**src/rtl/act_pkg.sv**
```systemverilog
// Shared definitions for the piecewise-linear activation pipeline.
// Mode encodings, fraction-width derivation and the power-up identity table.
package act_pkg;

    typedef enum logic [1:0] {
        MODE_INTERP = 2'd0,
        MODE_STEP   = 2'd1,
        MODE_BYPASS = 2'd2,
        MODE_RSVD   = 2'd3
    } mode_e;

    function automatic int act_frac_w(input int data_w, input int addr_w);
        return data_w - addr_w;
    endfunction

    // Identity ramp; the extra top endpoint saturates at the largest positive value.
    function automatic int act_ramp_entry(input int k, input int data_w, input int addr_w);
        if (k >= (1 << addr_w)) begin
            return (1 << (data_w - 1)) - 1;
        end
        return (k - (1 << (addr_w - 1))) << (data_w - addr_w);
    endfunction

endpackage

```
**src/rtl/activation_lut_interp_pipe_if.sv**
```systemverilog
// Sample stream, result stream and table-write port of the activation pipeline.
// master drives samples/writes/out_ready; slave is the pipeline itself.
interface activation_lut_interp_pipe_if #(
    parameter int DATA_W = 8,
    parameter int ADDR_W = 4,
    parameter int TAG_W  = 4
);
    logic              in_valid;
    logic              in_ready;
    logic [DATA_W-1:0] in_z;
    logic [1:0]        in_mode;
    logic [TAG_W-1:0]  in_tag;
    logic              out_valid;
    logic              out_ready;
    logic [DATA_W-1:0] out_a;
    logic [TAG_W-1:0]  out_tag;
    logic              lut_we;
    logic [ADDR_W:0]   lut_waddr;
    logic [DATA_W-1:0] lut_wdata;

    modport master (
        output in_valid, in_z, in_mode, in_tag, out_ready, lut_we, lut_waddr, lut_wdata,
        input  in_ready, out_valid, out_a, out_tag
    );

    modport slave (
        input  in_valid, in_z, in_mode, in_tag, out_ready, lut_we, lut_waddr, lut_wdata,
        output in_ready, out_valid, out_a, out_tag
    );
endinterface

```
**src/rtl/act_interp_core.sv**
```systemverilog
// Combinational segment interpolator: a = base + floor((next-base)*frac / 2^FRAC_W).
// Zero latency, no flow control; step returns base, bypass returns z.
module act_interp_core
    import act_pkg::*;
#(
    parameter int DATA_W = 8,
    parameter int FRAC_W = 4
) (
    input  logic signed [DATA_W-1:0] base,
    input  logic signed [DATA_W-1:0] next,
    input  logic        [FRAC_W-1:0] frac,
    input  logic        [1:0]        mode,
    input  logic signed [DATA_W-1:0] z,
    output logic signed [DATA_W-1:0] a
);
    localparam int PW = DATA_W + FRAC_W + 2;

    logic signed [DATA_W:0]   diff;
    logic signed [PW-1:0]     prod;
    logic signed [PW-1:0]     step;
    logic signed [DATA_W-1:0] interp;

    always_comb begin
        diff   = (DATA_W+1)'(next) - (DATA_W+1)'(base);
        prod   = PW'(diff) * PW'($signed({1'b0, frac}));
        step   = prod >>> FRAC_W;
        // Result lies between base and next, so plain truncation is exact.
        interp = DATA_W'(PW'(base) + step);
        case (mode)
            MODE_STEP:   a = base;
            MODE_BYPASS: a = z;
            default:     a = interp;
        endcase
    end
endmodule

```
**src/rtl/activation_lut_interp_pipe.sv**
```systemverilog
// Runtime-programmable piecewise-linear activation, 3-cycle latency, 1 sample/cycle.
// Single global stall: every stage holds while out_valid && !out_ready; in_ready mirrors it.
module activation_lut_interp_pipe
    import act_pkg::*;
#(
    parameter int DATA_W = 8,
    parameter int ADDR_W = 4,
    parameter int TAG_W  = 4
) (
    input logic clk,
    input logic rst,
    activation_lut_interp_pipe_if.slave io
);
    localparam int FRAC_W = act_frac_w(DATA_W, ADDR_W);
    localparam int NENT   = (1 << ADDR_W) + 1;
    localparam logic [ADDR_W:0]   TOP_IDX = (ADDR_W+1)'(1) << ADDR_W;
    localparam logic [ADDR_W-1:0] SEG_MSB = ADDR_W'(1) << (ADDR_W - 1);

    logic signed [DATA_W-1:0] tbl_q [NENT];
    logic signed [DATA_W-1:0] tbl_d [NENT];

    logic              en;
    logic [ADDR_W-1:0] seg, idx_in;
    logic [ADDR_W:0]   idx_lo, idx_hi;

    logic                     s1_vld_q, s1_vld_d;
    logic signed [DATA_W-1:0] s1_z_q, s1_z_d, s1_base_q, s1_base_d, s1_next_q, s1_next_d;
    logic [1:0]               s1_mode_q, s1_mode_d;
    logic [TAG_W-1:0]         s1_tag_q, s1_tag_d;

    logic                     s2_vld_q, s2_vld_d;
    logic signed [DATA_W-1:0] s2_z_q, s2_z_d, s2_base_q, s2_base_d, s2_next_q, s2_next_d;
    logic [FRAC_W-1:0]        s2_frac_q, s2_frac_d;
    logic [1:0]               s2_mode_q, s2_mode_d;
    logic [TAG_W-1:0]         s2_tag_q, s2_tag_d;

    logic                     out_vld_q, out_vld_d;
    logic signed [DATA_W-1:0] out_a_q, out_a_d, core_a;
    logic [TAG_W-1:0]         out_tag_q, out_tag_d;

    act_interp_core #(
        .DATA_W (DATA_W),
        .FRAC_W (FRAC_W)
    ) u_core (
        .base (s2_base_q),
        .next (s2_next_q),
        .frac (s2_frac_q),
        .mode (s2_mode_q),
        .z    (s2_z_q),
        .a    (core_a)
    );

    always_comb begin
        en     = !out_vld_q || io.out_ready;
        seg    = io.in_z[DATA_W-1:FRAC_W];
        idx_in = seg ^ SEG_MSB;
        idx_lo = {1'b0, idx_in};
        idx_hi = idx_lo + (ADDR_W+1)'(1);

        tbl_d = tbl_q;
        if (io.lut_we && io.lut_waddr <= TOP_IDX) begin
            tbl_d[io.lut_waddr] = io.lut_wdata;
        end

        s1_vld_d  = s1_vld_q;  s1_z_d    = s1_z_q;    s1_mode_d = s1_mode_q;
        s1_tag_d  = s1_tag_q;  s1_base_d = s1_base_q; s1_next_d = s1_next_q;
        s2_vld_d  = s2_vld_q;  s2_z_d    = s2_z_q;    s2_mode_d = s2_mode_q;
        s2_tag_d  = s2_tag_q;  s2_base_d = s2_base_q; s2_next_d = s2_next_q;
        s2_frac_d = s2_frac_q;
        out_vld_d = out_vld_q; out_a_d   = out_a_q;   out_tag_d = out_tag_q;

        if (en) begin
            s1_vld_d = io.in_valid;
            // Table is read in the accept cycle, so a same-cycle write is not yet visible.
            if (io.in_valid) begin
                s1_z_d    = io.in_z;
                s1_mode_d = io.in_mode;
                s1_tag_d  = io.in_tag;
                s1_base_d = tbl_q[idx_lo];
                s1_next_d = tbl_q[idx_hi];
            end
            s2_vld_d = s1_vld_q;
            if (s1_vld_q) begin
                s2_z_d    = s1_z_q;
                s2_mode_d = s1_mode_q;
                s2_tag_d  = s1_tag_q;
                s2_base_d = s1_base_q;
                s2_next_d = s1_next_q;
                s2_frac_d = s1_z_q[FRAC_W-1:0];
            end
            out_vld_d = s2_vld_q;
            if (s2_vld_q) begin
                out_a_d   = core_a;
                out_tag_d = s2_tag_q;
            end
        end
    end

    always_ff @(posedge clk) begin
        if (rst) begin
            for (int k = 0; k < NENT; k++) begin
                tbl_q[k] <= DATA_W'(act_ramp_entry(k, DATA_W, ADDR_W));
            end
            s1_vld_q  <= 1'b0;
            s2_vld_q  <= 1'b0;
            out_vld_q <= 1'b0;
            out_a_q   <= '0;
            out_tag_q <= '0;
        end else begin
            tbl_q     <= tbl_d;
            s1_vld_q  <= s1_vld_d;
            s2_vld_q  <= s2_vld_d;
            out_vld_q <= out_vld_d;
            out_a_q   <= out_a_d;
            out_tag_q <= out_tag_d;
        end
    end

    // Data stages carry no reset; their contents only matter under a set valid.
    always_ff @(posedge clk) begin
        s1_z_q    <= s1_z_d;    s1_mode_q <= s1_mode_d; s1_tag_q  <= s1_tag_d;
        s1_base_q <= s1_base_d; s1_next_q <= s1_next_d;
        s2_z_q    <= s2_z_d;    s2_mode_q <= s2_mode_d; s2_tag_q  <= s2_tag_d;
        s2_base_q <= s2_base_d; s2_next_q <= s2_next_d; s2_frac_q <= s2_frac_d;
    end

    assign io.in_ready  = en;
    assign io.out_valid = out_vld_q;
    assign io.out_a     = out_a_q;
    assign io.out_tag   = out_tag_q;
endmodule

```
**src/flat_wrapper.sv**
```systemverilog
// flat-port wrapper written by rule: the top's interface ports become plain ports
module activation_lut_interp_pipe_flat import act_pkg::*;
#(
    parameter int DATA_W = 8,
    parameter int ADDR_W = 4,
    parameter int TAG_W  = 4
)
  (clk, rst, io_in_valid, io_in_z, io_in_mode, io_in_tag, io_out_ready, io_lut_we, io_lut_waddr, io_lut_wdata, io_in_ready, io_out_valid, io_out_a, io_out_tag);
  activation_lut_interp_pipe_if #(.DATA_W(DATA_W), .ADDR_W(ADDR_W), .TAG_W(TAG_W)) io_i ();
  input logic clk;
  input logic rst;
  input wire logic [$bits(io_i.in_valid)-1:0] io_in_valid;
  input wire logic [$bits(io_i.in_z)-1:0] io_in_z;
  input wire logic [$bits(io_i.in_mode)-1:0] io_in_mode;
  input wire logic [$bits(io_i.in_tag)-1:0] io_in_tag;
  input wire logic [$bits(io_i.out_ready)-1:0] io_out_ready;
  input wire logic [$bits(io_i.lut_we)-1:0] io_lut_we;
  input wire logic [$bits(io_i.lut_waddr)-1:0] io_lut_waddr;
  input wire logic [$bits(io_i.lut_wdata)-1:0] io_lut_wdata;
  output wire logic [$bits(io_i.in_ready)-1:0] io_in_ready;
  output wire logic [$bits(io_i.out_valid)-1:0] io_out_valid;
  output wire logic [$bits(io_i.out_a)-1:0] io_out_a;
  output wire logic [$bits(io_i.out_tag)-1:0] io_out_tag;
  assign io_i.in_valid = io_in_valid;
  assign io_i.in_z = io_in_z;
  assign io_i.in_mode = io_in_mode;
  assign io_i.in_tag = io_in_tag;
  assign io_i.out_ready = io_out_ready;
  assign io_i.lut_we = io_lut_we;
  assign io_i.lut_waddr = io_lut_waddr;
  assign io_i.lut_wdata = io_lut_wdata;
  assign io_in_ready = io_i.in_ready;
  assign io_out_valid = io_i.out_valid;
  assign io_out_a = io_i.out_a;
  assign io_out_tag = io_i.out_tag;
  activation_lut_interp_pipe #(.DATA_W(DATA_W), .ADDR_W(ADDR_W), .TAG_W(TAG_W)) u_core (.clk(clk), .rst(rst), .io(io_i));
endmodule
```
**config.mk**
```make
export PLATFORM = sky130hd
export DESIGN_NAME = activation_lut_interp_pipe_flat
export DESIGN_NICKNAME = d
export VERILOG_FILES = /design/src/rtl/act_pkg.sv /design/src/rtl/activation_lut_interp_pipe_if.sv /design/src/rtl/act_interp_core.sv /design/src/rtl/activation_lut_interp_pipe.sv /design/src/flat_wrapper.sv
export SDC_FILE = /design/constraint.sdc
export NUM_CORES = 1
export LEC_CHECK = 0
export CAP_MARGIN = 20
export CORE_AREA = 2 2 173 175
export DETAILED_ROUTE_END_ITERATION = 10
export DIE_AREA = 0 0 175 177
export PLACE_DENSITY = 0.57
export SLEW_MARGIN = 20
export SYNTH_ARGS = -nofsm -noshare
export SYNTH_HDL_FRONTEND = slang
export SYNTH_SLANG_ARGS = --single-unit
```
**constraint.sdc**
```tcl
create_clock -name clk -period 10.2 [get_ports clk]
set_clock_uncertainty 0.2 [all_clocks]
set_input_delay 3.06 -clock clk [delete_from_list [all_inputs] [get_ports clk]]
set_output_delay 3.06 -clock clk [all_outputs]
set_load 0.005 [all_outputs]
```
==> qor.json <==
{
  "layout": {
    "final_cell_count_no_fill": 1529,
    "nNetsFinal": 1208,
    "syn_to_final_growth_pct": 12.75,
    "post_route_cells_drive_above_1_share_pct": 11.06,
    "n_fill_cell": 2781,
    "antenna_cells": 0
  },
  "placed_design": {
    "numPortBuffers": 45,
    "placedCellCount": 1485,
    "gp_routability_congestion": 0.8428,
    "dpl.hpwl_um": 19450
  },
  "synth": {
    "post_synth_inst_count": 1111,
    "synth-warning-count": 0,
    "synth_edf_count": 68,
    "yosys_most_used_dff": "sky130_fd_sc_hd__dfxtp_1",
    "synth.avg_cell_area_um2": 10.40,
    "synth.cell_area_um2": 11550,
    "postSynthNetCount": 1198,
    "synth_top_area_cell": "sky130_fd_sc_hd__dfxtp_1",
    "synth_cell_types": 57,
    "number_of_synthesized_register_bits": 211,
    "yosysMostFrequentCell": "sky130_fd_sc_hd__nand2_1",
    "asyncSetResetFlopFracSynth_pct": 0,
    "synth_common_cells": "sky130_fd_sc_hd__nand2_1 (154), sky130_fd_sc_hd__dfxtp_1 (143), sky130_fd_sc_hd__mux2i_1 (133), sky130_fd_sc_hd__nor2_1 (102), sky130_fd_sc_hd__edfxtp_1 (68)",
    "yosysTopAreaCellShare_pct": 24.78,
    "yosys-top-cells-area": "sky130_fd_sc_hd__dfxtp_1 (25%), sky130_fd_sc_hd__edfxtp_1 (18%), sky130_fd_sc_hd__mux2i_1 (12%)",
    "sequential_to_total_area_share_from_yosys_stat_pct": 42.46
  },
  "critical_path": {
    "cp-end-kind": "output pin",
    "worst_ep_required_time_ps": 6940,
    "worstPathMaxFanout": 8,
    "critPathLaunchType": "input port",
    "critical_path_class": "in2out",
    "cp_cell_instances": "clkdlybuf4s50_1, nand2b_1, clkdlybuf4s50_1",
    "critical-path-top-cell-by-count": "sky130_fd_sc_hd__clkdlybuf4s50_1",
    "stage_delay_of_the_slowest_cell_on_the_critical_path_ps": 560,
    "critical-path-slowest-cell": "sky130_fd_sc_hd__clkdlybuf4s50_1",
    "critical_path_arrival_ps": 4310
  },
  "clocking": {
    "clk_path_buf_depth": 3,
    "cts_tree": "built",
    "cts_hold_repair.buffers": 0,
    "postCtsResizedCells": 0,
    "clock_sink_count": 211,
    "cts.reportedPaths.clkPinSlew_ps": 60,
    "cts_setup_buffers": 0,
    "cts_max_level": 1,
    "cts-buffers-inserted": 24,
    "clock_tree_root": "sky130_fd_sc_hd__clkbuf_16",
    "clock_insertion_delay_worst_skew_ps": 510
  },
  "die": {
    "die_area_um2": 30980,
    "ioPinCount": 46,
    "floorplan.die.height_um": 177,
    "initial_utilization_pct": 39.50,
    "row_count": 63,
    "design.core.area_um2": 29240,
    "dieWidth_um": 175
  },
  "power_and_ir_drop": {
    "power_per_cell_area_nw_per_um2": 182.3,
    "power.total_mw": 2.375,
    "leakagePower_nw": 5.124,
    "max-vdd-ir-drop_uv": 121.1
  },
  "sta": {
    "finalHoldViolCount": 0,
    "post-route-min-period_ps": 7566,
    "max_slew_vio_count": 0,
    "finalSetupViolations": 0,
    "maxClockFrequency_mhz": 132.2,
    "fin_setup_tns_ps": 0,
    "final_min_period_over_clock_period_pct": 74.18,
    "grt_setup_unrepaired": "no",
    "relSlewSlack_pct": 26.21,
    "max_slew.worst_pin.slew_ps": 1098
  },
  "route": {
    "vias_per_cell": 5.344,
    "detail-route-antenna-nets": 0,
    "wire_per_inst_um": 18.66,
    "finalWirelength_um": 28530,
    "detail_route.first_pass.iterations": 5,
    "detailedRoute.firstIterationViolations": 523,
    "detailed_route_drc_error_count": 0,
    "detailroute.via_count": 8171
  },
  "job": {
    "max-cap-violations": 0
  },
  "global_route": {
    "grt_first_pass_wirelength_um": 45890,
    "grt_max_degree": 74,
    "first_global_vias": 8092,
    "antenna_found_initial": 0,
    "globalRoute.totalOverflow": 0,
    "global_route.usage.total_pct": 18.81
  },
  "outcome": {
    "outcome": "finished, final reports clean"
  },
  "worst_hold_path": {
    "timing.hold.worst.class": "reg2reg"
  }
}
[placed cells by master (no fill, tap or decap), types with 6 or more instances in the layout]
cell type	instances
sky130_fd_sc_hd__mux2i_1	133
sky130_fd_sc_hd__mux4_2	48
sky130_fd_sc_hd__a21oi_1	46
sky130_fd_sc_hd__xor2_1	9
sky130_fd_sc_hd__ha_1	37
sky130_fd_sc_hd__o21ai_0	24
sky130_fd_sc_hd__xnor2_1	13
sky130_fd_sc_hd__clkbuf_16	25
sky130_fd_sc_hd__buf_4	17
sky130_fd_sc_hd__inv_1	48
sky130_fd_sc_hd__fa_1	17
sky130_fd_sc_hd__nor2_1	102
sky130_fd_sc_hd__and2_1	26
sky130_fd_sc_hd__a221oi_1	11
sky130_fd_sc_hd__clkinv_1	7
sky130_fd_sc_hd__a32o_1	8
sky130_fd_sc_hd__nor2b_1	16
sky130_fd_sc_hd__nand3b_1	8
sky130_fd_sc_hd__nand3_1	50
sky130_fd_sc_hd__nand2_1	154
sky130_fd_sc_hd__clkdlybuf4s50_1	43
sky130_fd_sc_hd__a22oi_1	13
sky130_fd_sc_hd__dfxtp_1	143
sky130_fd_sc_hd__mux2_2	6
sky130_fd_sc_hd__edfxtp_1	68
[power by group]
group / internal, mW / switching (mW)
logic: 0.277 / 0.352
clock network: 0.496 / 0.340
registers: 0.896 / 0.0140
[per-stage QoR]
step           util (%)  setup WS (ps)  hold WS [ps]  area, um2
6_report          44.53           2634         218.2      13020
4_1_cts           44.53           2639         218.6      13020
3_5_place_dp      41.91           2634         204.5      12260
5_1_grt           44.53           2578         223.3      13020
2_1_floorplan         -           3621         200.3      11550
3_3_place_gp      41.91           2640         201.3      12260
[path summary, 6_finish.rpt]
path / startpoint / endpoint / slack [ps] / depth (start not counted)
worst max-delay path: io_out_ready / io_in_ready / 2630 / 3
worst min register to register: u_core.s1_base_q[4] / u_core.s2_base_q[4] / 220 / 0
worst min-delay path: u_core.s1_base_q[4] / u_core.s2_base_q[4] / 220 / 0
worst max register to register: u_core.s2_base_q[1] / u_core.io.out_a[7] / 3630 / 27
[routing by layer]
| layer | vias up | part of all wire (%) | track usage, % |
|---|---|---|---|
| met3 | 27 | 3.8 | 2.234 |
| met1 | 4049 | 46 | 25.86 |
| met2 | 147 | 49 | 32.46 |
| met5 | - | 0 | 0 |
| li1 | 3948 | - | - |
| met4 | 0 | 1.2 | 3.090 |
[layout make-up]
cell class	instances	area [um2]	share of cell area [%]
Clock buffer	28	636.9	4.890
Clock inverter	16	130.1	0.9991
Inverter	49	183.9	1.412
Multi-Input combinational cell	775	6122	47.01
Sequential cell	211	4905	37.66
Tap cell	390	488.0	3.747
Timing Repair Buffer	60	558.0	4.285
[registers in the layout, summed over array words and instances (netlist names)]
register and flops:
u_core.tbl_q 136, u_core.s2_base_q 8, u_core.s2_next_q 8, u_core.io.out_valid 1
u_core.s1_z_q 8, u_core.s1_tag_q 4, u_core.s2_tag_q 4, u_core.io.out_a 8
u_core.s2_z_q 5, u_core.s1_mode_q 2, u_core.s2_mode_q 2, u_core.s1_next_q 8
u_core.s1_base_q 8, u_core.io.out_tag 4, u_core.s1_vld_q 1, u_core.s2_frac_q 3
u_core.s2_vld_q 1
[logic make-up (layout without fill, tap and decap cells)]
kind of cell	count (synthesis)	in the layout	share of synthesized area, %
adders and majority gates	55	55	7.062
DFF	211	211	42.46
and+or+nand+nor	375	375	14.59
buffers and inverters	125	153	4.582
muxes	187	187	21.47
xor gates and xnor gates	25	25	2.091
AOI/OAI and AO/OA	133	133	7.745
[worst max-delay path: cells and delay by family]
family / cells / cell delay, ps
and+or+nand+nor: 1 / 250
buffers and inverters: 2 / 1000
Note: power is estimated with default switching activity, not from simulation.
